[src/rtl/vga_pkg.sv]
// Shared VGA timing defaults, pattern mode encoding and colour helpers.
// Used by the pattern generator and the downstream VGA timing stage.
package vga_pkg;

    localparam int H_ACTIVE_DEF = 640;
    localparam int H_TOTAL_DEF  = 800;
    localparam int V_ACTIVE_DEF = 480;
    localparam int V_TOTAL_DEF  = 525;
    localparam int BOX_SIZE_DEF = 32;
    localparam int BAR_WIDTH    = 80;

    typedef enum logic [1:0] {
        MODE_BARS  = 2'd0,
        MODE_CHECK = 2'd1,
        MODE_GRAD  = 2'd2,
        MODE_BOX   = 2'd3
    } mode_t;

    typedef struct packed {
        logic [7:0] r;
        logic [7:0] g;
        logic [7:0] b;
    } rgb_t;

    localparam rgb_t RGB_BLACK = '{r: 8'h00, g: 8'h00, b: 8'h00};
    localparam rgb_t RGB_WHITE = '{r: 8'hFF, g: 8'hFF, b: 8'hFF};
    localparam rgb_t RGB_BLUE  = '{r: 8'h00, g: 8'h00, b: 8'hFF};

    // Compare chain instead of a divider: bar index is just x/80 for x < 640.
    function automatic logic [2:0] bar_index(input logic [9:0] x);
        logic [2:0] idx;
        idx = 3'd0;
        for (int i = 1; i < 8; i++) begin
            if (x >= 10'(i * BAR_WIDTH)) begin
                idx = 3'(i);
            end
        end
        return idx;
    endfunction

    function automatic rgb_t bar_colour(input logic [2:0] idx);
        rgb_t c;
        case (idx)
            3'd0:    c = '{r: 8'hFF, g: 8'hFF, b: 8'hFF};
            3'd1:    c = '{r: 8'hFF, g: 8'hFF, b: 8'h00};
            3'd2:    c = '{r: 8'h00, g: 8'hFF, b: 8'hFF};
            3'd3:    c = '{r: 8'h00, g: 8'hFF, b: 8'h00};
            3'd4:    c = '{r: 8'hFF, g: 8'h00, b: 8'hFF};
            3'd5:    c = '{r: 8'hFF, g: 8'h00, b: 8'h00};
            3'd6:    c = '{r: 8'h00, g: 8'h00, b: 8'hFF};
            default: c = '{r: 8'h00, g: 8'h00, b: 8'h00};
        endcase
        return c;
    endfunction

endpackage

[src/rtl/vga_box_mover.sv]
// Bouncing-box position: moves 2 px per axis on each update strobe, reversing at the edges.
// Registered outputs, 1 clk after update; no backpressure, update is a single-clk strobe.
module vga_box_mover
    import vga_pkg::*;
#(
    parameter int H_ACTIVE = H_ACTIVE_DEF,
    parameter int V_ACTIVE = V_ACTIVE_DEF,
    parameter int BOX_SIZE = BOX_SIZE_DEF
) (
    input  logic       clk,
    input  logic       arst_n,
    input  logic       update,
    output logic [9:0] bx,
    output logic [9:0] by
);

    localparam logic [9:0] BX_MAX = 10'(H_ACTIVE - BOX_SIZE);
    localparam logic [9:0] BY_MAX = 10'(V_ACTIVE - BOX_SIZE);

    logic dx;
    logic dy;

    // Returns {next_dir, next_pos}; the forward sum is 11 bits so it cannot wrap.
    function automatic logic [10:0] step(input logic [9:0] pos, input logic dir,
                                         input logic [9:0] lim);
        logic [10:0] fwd;
        logic [10:0] nxt;
        fwd = {1'b0, pos} + 11'd2;
        if (dir) begin
            if (fwd > {1'b0, lim}) begin
                nxt = {1'b0, lim};
            end else begin
                nxt = {1'b1, fwd[9:0]};
            end
        end else begin
            if (pos < 10'd2) begin
                nxt = {1'b1, 10'd0};
            end else begin
                nxt = {1'b0, pos - 10'd2};
            end
        end
        return nxt;
    endfunction

    always_ff @(posedge clk or negedge arst_n) begin
        if (!arst_n) begin
            bx <= 10'd0;
            by <= 10'd0;
            dx <= 1'b1;
            dy <= 1'b1;
        end else if (update) begin
            {dx, bx} <= step(bx, dx, BX_MAX);
            {dy, by} <= step(by, dy, BY_MAX);
        end
    end

endmodule

[src/rtl/vga_pattern_gen.sv]
// Test-pattern source: pixel counters, per-frame mode latch and four colour patterns.
// Colour and coordinates registered 1 clk after each pix_ce edge; no backpressure.
module vga_pattern_gen
    import vga_pkg::*;
#(
    parameter int H_ACTIVE = H_ACTIVE_DEF,
    parameter int H_TOTAL  = H_TOTAL_DEF,
    parameter int V_ACTIVE = V_ACTIVE_DEF,
    parameter int V_TOTAL  = V_TOTAL_DEF,
    parameter int BOX_SIZE = BOX_SIZE_DEF
) (
    input  logic       clk,
    input  logic       arst_n,
    input  logic       pix_ce,
    input  logic [1:0] mode_sel,
    output logic [7:0] red,
    output logic [7:0] green,
    output logic [7:0] blue,
    output logic       frame_start,
    output logic [9:0] pix_x,
    output logic [9:0] pix_y
);

    localparam logic [9:0]  X_LAST = 10'(H_TOTAL - 1);
    localparam logic [9:0]  Y_LAST = 10'(V_TOTAL - 1);
    localparam logic [9:0]  X_ACT  = 10'(H_ACTIVE);
    localparam logic [9:0]  Y_ACT  = 10'(V_ACTIVE);
    localparam logic [10:0] BOX_W  = 11'(BOX_SIZE);

    logic [9:0] x;
    logic [9:0] y;
    mode_t      mode_q;
    logic [9:0] bx;
    logic [9:0] by;
    logic       x_wrap;
    logic       frame_wrap;
    logic       box_update;
    logic       active;
    logic       in_box;
    rgb_t       pattern;
    rgb_t       colour;

    assign x_wrap     = (x == X_LAST);
    assign frame_wrap = x_wrap && (y == Y_LAST);
    // Box moves during vertical blanking so a frame never shows a torn box.
    assign box_update = pix_ce && (x == 10'd0) && (y == Y_ACT);
    assign active     = (x < X_ACT) && (y < Y_ACT);

    assign in_box = ({1'b0, x} >= {1'b0, bx}) && ({1'b0, x} < {1'b0, bx} + BOX_W) &&
                    ({1'b0, y} >= {1'b0, by}) && ({1'b0, y} < {1'b0, by} + BOX_W);

    vga_box_mover #(
        .H_ACTIVE (H_ACTIVE),
        .V_ACTIVE (V_ACTIVE),
        .BOX_SIZE (BOX_SIZE)
    ) u_box (
        .clk    (clk),
        .arst_n (arst_n),
        .update (box_update),
        .bx     (bx),
        .by     (by)
    );

    always_comb begin
        pattern = RGB_BLACK;
        case (mode_q)
            MODE_BARS:  pattern = bar_colour(bar_index(x));
            MODE_CHECK: pattern = (x[5] ^ y[5]) ? RGB_WHITE : RGB_BLACK;
            MODE_GRAD: begin
                pattern.r = x[9:2];
                pattern.g = y[8:1];
                pattern.b = 8'hFF - x[9:2];
            end
            MODE_BOX:   pattern = in_box ? RGB_WHITE : RGB_BLUE;
            default:    pattern = RGB_BLACK;
        endcase
        colour = active ? pattern : RGB_BLACK;
    end

    always_ff @(posedge clk or negedge arst_n) begin
        if (!arst_n) begin
            x           <= 10'd0;
            y           <= 10'd0;
            mode_q      <= MODE_BARS;
            red         <= 8'd0;
            green       <= 8'd0;
            blue        <= 8'd0;
            pix_x       <= 10'd0;
            pix_y       <= 10'd0;
            frame_start <= 1'b0;
        end else begin
            frame_start <= 1'b0;
            if (pix_ce) begin
                red   <= colour.r;
                green <= colour.g;
                blue  <= colour.b;
                pix_x <= x;
                pix_y <= y;
                if (x_wrap) begin
                    x <= 10'd0;
                    if (frame_wrap) begin
                        y           <= 10'd0;
                        mode_q      <= mode_t'(mode_sel);
                        frame_start <= 1'b1;
                    end else begin
                        y <= y + 10'd1;
                    end
                end else begin
                    x <= x + 10'd1;
                end
            end
        end
    end

endmodule

[config.mk]
export PLATFORM = sky130hd
export DESIGN_NAME = vga_pattern_gen
export DESIGN_NICKNAME = d
export VERILOG_FILES = /design/src/rtl/vga_pkg.sv /design/src/rtl/vga_box_mover.sv /design/src/rtl/vga_pattern_gen.sv
export SDC_FILE = /design/constraint.sdc
export NUM_CORES = 1
export LEC_CHECK = 0
export BUFFER_PORTS_ARGS = -buffer_cell sky130_fd_sc_hd__buf_2
export CORE_AREA = 2 2 131 133
export DETAILED_ROUTE_END_ITERATION = 8
export DIE_AREA = 0 0 133 135
export MAX_ROUTING_LAYER = met4
export PLACE_DENSITY = 0.61
export SETUP_SLACK_MARGIN = 0.15
export SYNTH_ARGS = -nofsm -noshare
export SYNTH_HDL_FRONTEND = slang
export SYNTH_SLANG_ARGS = --single-unit
[constraint.sdc]
create_clock -name clk -period 2.9 [get_ports clk]
set_input_delay 0.145 -clock clk [delete_from_list [all_inputs] [get_ports clk]]
set_output_delay 0.145 -clock clk [all_outputs]
set_load 0.01 [all_outputs]
==> impl_metrics.ini <==
[route]
num_vias = 4888
post_drt_via_cell_ratio = 5.37
firstDrtPassIters = 4
drt_iter0_drc = 259
post-route-drc-count = 0
avgRoutedWirePerCell_um = 16.5
detail-route-antenna-nets = 0
route.final.wire_length_um = 15000

[clocking]
clock_latency_ps = 360
clock_sinks = 87
cts_buffer_depth = 2
cts.clk_slew.worst_paths_ps = 70
clk_root_buffer_cell = sky130_fd_sc_hd__clkbuf_16
numCtsBuffers = 9
cts_tree = yes
cts_htree_levels = 3

[placed_design]
hpwl_um = 10600
port_buffers = 49
dp_slack_ps = 305
place.gp.congestion = 0.920

[floorplanning]
pin_count = 50
initial_core_util_pct = 34.8
core_region_area_um2 = 16400
fp.dieW_um = 133
fp-row-count = 47
fp.dieArea_um2 = 18000
die_h_um = 135

[yosys]
synthesis.area_um2 = 5700
yosys_warnings = 0
cell_taking_the_most_area_after_synthesis = sky130_fd_sc_hd__dfrtp_1
ys.flop_type = sky130_fd_sc_hd__dfrtp_1
synth-seq-cells = 87
ys_top_cells_by_area = sky130_fd_sc_hd__dfrtp_1 37%, sky130_fd_sc_hd__ha_1 8.8%, sky130_fd_sc_hd__mux2_2 4.5%
syn_inst = 642
synth-edff-count = 0
post_synth.cell_area_avg_um2 = 8.89
synth.net_count = 687
ys_async_sr_fraction_pct = 100
synth_top_area_share_pct = 37.3
synth_sequential_area_ratio_pct = 38.2
ys_types = 66

[critical_path]
critical_path_class = reg2reg
ff2ff_path_depth = 11
crit_chain = inv_1 -> ha_1 -> inv_1 -> ha_1 -> nand4b_1 -> a21oi_1 -> a2111oi_2 -> o22a_1 -> o2111ai_1 -> buf_4 -> a31oi_1
cpPeakStageDelay_ps = 440
worst_ep_required_time_ps = 3170
endpoint_kind = register
critPathMaxFanout = 16
timing.reg2reg.setup_slack_ps = 370
timing.rr.start = u_box.by[5]$_DFFE_PN0P_
regToRegEndpoint = green[7]$_DFFE_PN0P_
setup.worst_path.start_class = register
critical_path_data_arrival_time_ps = 2790
worstSetupEndpoint = green[7]$_DFFE_PN0P_
cp-startpoint = u_box.by[5]$_DFFE_PN0P_
cpMaxStageDelayCell = sky130_fd_sc_hd__dfrtp_1

[power_and_ir_drop]
static-leakage-power_uw = 0.00295
powerDensity_nw_per_um2 = 550
ir_worst_vdd_uv = 395

[cells_and_area]
syn2layout_area_growth_pct = 14.6
final_layout_size_suffix_gt1_share_pct = 17.4
fillers = 1650
nNetsFinal = 729
regArea_um2 = 2180
multi_input_logic_area_um2 = 3240

[job]
max_cap_viol_count = 0

[global_route]
grt_pass1_wl_um = 25200
first_global_vias = 4743
grt_start_max_net_pins = 41
groute.usage.overall_pct = 18.2
grt_overflow = 0
initial_antenna_violation_count = 0

[timing]
skew_ps = 7.25
min_period_ps = 2530
grt_setup_unrepaired = false
post-route-worst-setup-slack_ps = 372
worst_slew_pin_slew_ps = 771
timing_hold_violations_final = 0
setup_viol = 0
setup_tns_ps = 0
timing_max_transition_violations_final = 0
relSlewSlack_pct = 48.6
timing.fmax_mhz = 396
min_period_over_period_pct = 87.2

[hold_path]
timing.hold.worst.class = in2reg

[outcome]
run_status = finished clean
[cells in the final DEF (no fill, tap or decap), types with 9 or more instances in the layout]
cell type and n:
sky130_fd_sc_hd__dfrtp_1 85, sky130_fd_sc_hd__nor2_1 50, sky130_fd_sc_hd__buf_2 48, sky130_fd_sc_hd__ha_1 40, sky130_fd_sc_hd__o21ai_0 39, sky130_fd_sc_hd__a21oi_1 39, sky130_fd_sc_hd__nand2_1 35, sky130_fd_sc_hd__inv_1 33
sky130_fd_sc_hd__a31oi_1 32, sky130_fd_sc_hd__mux2_2 23, sky130_fd_sc_hd__buf_4 23, sky130_fd_sc_hd__nor3_1 22, sky130_fd_sc_hd__xnor2_1 20, sky130_fd_sc_hd__nor2b_1 20, sky130_fd_sc_hd__nand3_1 18, sky130_fd_sc_hd__nand4_1 14
sky130_fd_sc_hd__and3_1 12, sky130_fd_sc_hd__and2_1 11, sky130_fd_sc_hd__o2bb2ai_1 9, sky130_fd_sc_hd__clkbuf_16 9
[critical path, delay by kind of cell, from the launching register on]
family / cells / cell delay (ps)
AOI/OAI and AO/OA: 5 / 910
adders and majority gates: 2 / 590
DFF: 1 / 440
buffers and inverters: 3 / 390
and+or+nand+nor: 1 / 100
[what timing repair did]
action | in CTS | in global routing
setup endpoints to repair | 0 | 16
hold endpoints to repair | 38 | 0
setup buffers | 0 | 0
resized for setup | 0 | 2
hold buffers | 1 | 0
[synthesized netlist by cell type (all sizes together) (3+ instances only)]
master,count
nor4b,4
nand4b,3
a41oi,3
nand2,35
mux2,23
a31o,3
and4,5
xnor2,20
nand3,18
dfrtp,85
nor2,50
nand2b,8
a31oi,32
or2,4
and3,12
nor2b,20
o211ai,4
nor4,4
xor2,4
ha,40
and2,11
buf,6
o2bb2ai,9
a211oi,3
o21ai,41
o22ai,3
o21a,3
a21oi,39
clkbuf,35
or3,6
nor3,22
inv,33
nand4,14
o31ai,4
[metal layers]
metal	track usage (%)	share of wire (%)	vias up
met5	-	0	-
met4	5.56	1.4	0
met3	3.68	3.6	15
met2	26.8	45	85
met1	25.3	50	2365
li1	-	-	2423
[sequential cells by signal, summed over array words and instances, names as in the netlist, 2 cells and up]
signal    flops
pix_x        10
u_box.by      9
y            10
mode_q        2
x            10
red           8
green         8
pix_y        10
blue          8
u_box.bx      9
[cell families (layout without fill, tap and decap cells)]
| family | Yosys count | in the layout | synth area share [%] |
|---|---|---|---|
| compound gates | 165 | 165 | 18.3 |
| xor+xnor | 24 | 24 | 3.68 |
| fa+ha+maj | 41 | 41 | 8.95 |
| buf+inv | 76 | 123 | 5.09 |
| flops | 87 | 87 | 38.2 |
| mux | 23 | 23 | 4.54 |
| other cells | 0 | 1 | 0 |
| simple gates | 226 | 226 | 21.2 |
[through the flow]
step	hold slack (ps)	cell area [um2]	total power [uW]	utilization, %	std cells
2_1_floorplan	-151	5700	2110	-	642
3_3_place_gp	168	6230	2470	38.0	892
3_5_place_dp	165	6230	2470	38.0	892
4_1_cts	4.06	6530	3640	39.8	909
5_1_grt	33.9	6540	3820	39.8	909
6_report	18.5	6540	3590	39.8	910
[cell type report]
| cell class | instances | area share [%] |
|---|---|---|
| inverters | 35 | 2.01 |
| clock buffers | 13 | 3.98 |
| flip-flops and latches | 87 | 33.3 |
| well taps | 220 | 4.21 |
| repair buffers | 72 | 6.47 |
| multi-input cells | 479 | 49.6 |
| clock inverters | 3 | 0.383 |
| diodes | 1 | 0.0383 |
[worst min path at each step]
| stage | depth (start not counted) | startpoint | slack [ps] | to |
|---|---|---|---|---|
| global route | 3 | mode_sel[0] | 30 | mode_q[0]$_DFFE_PN0P_ |
| detailed placement | 1 | arst_n | 160 | u_box.by[1]$_DFFE_PN0P_ |
| global placement | 1 | arst_n | 170 | u_box.by[1]$_DFFE_PN0P_ |
| finish | 3 | mode_sel[0] | 20 | mode_q[0]$_DFFE_PN0P_ |
| floorplan | 0 | arst_n | -150 | blue[0]$_DFFE_PN0P_ |
| CTS | 3 | mode_sel[0] | 4 | mode_q[0]$_DFFE_PN0P_ |
[where the power goes]
part | internal, uW | switching (uW)
clock | 635 | 505
combinational | 401 | 486
sequential | 1400 | 162
total | 2440 | 1150
No activity file was read; power rests on OpenSTA's default activity.
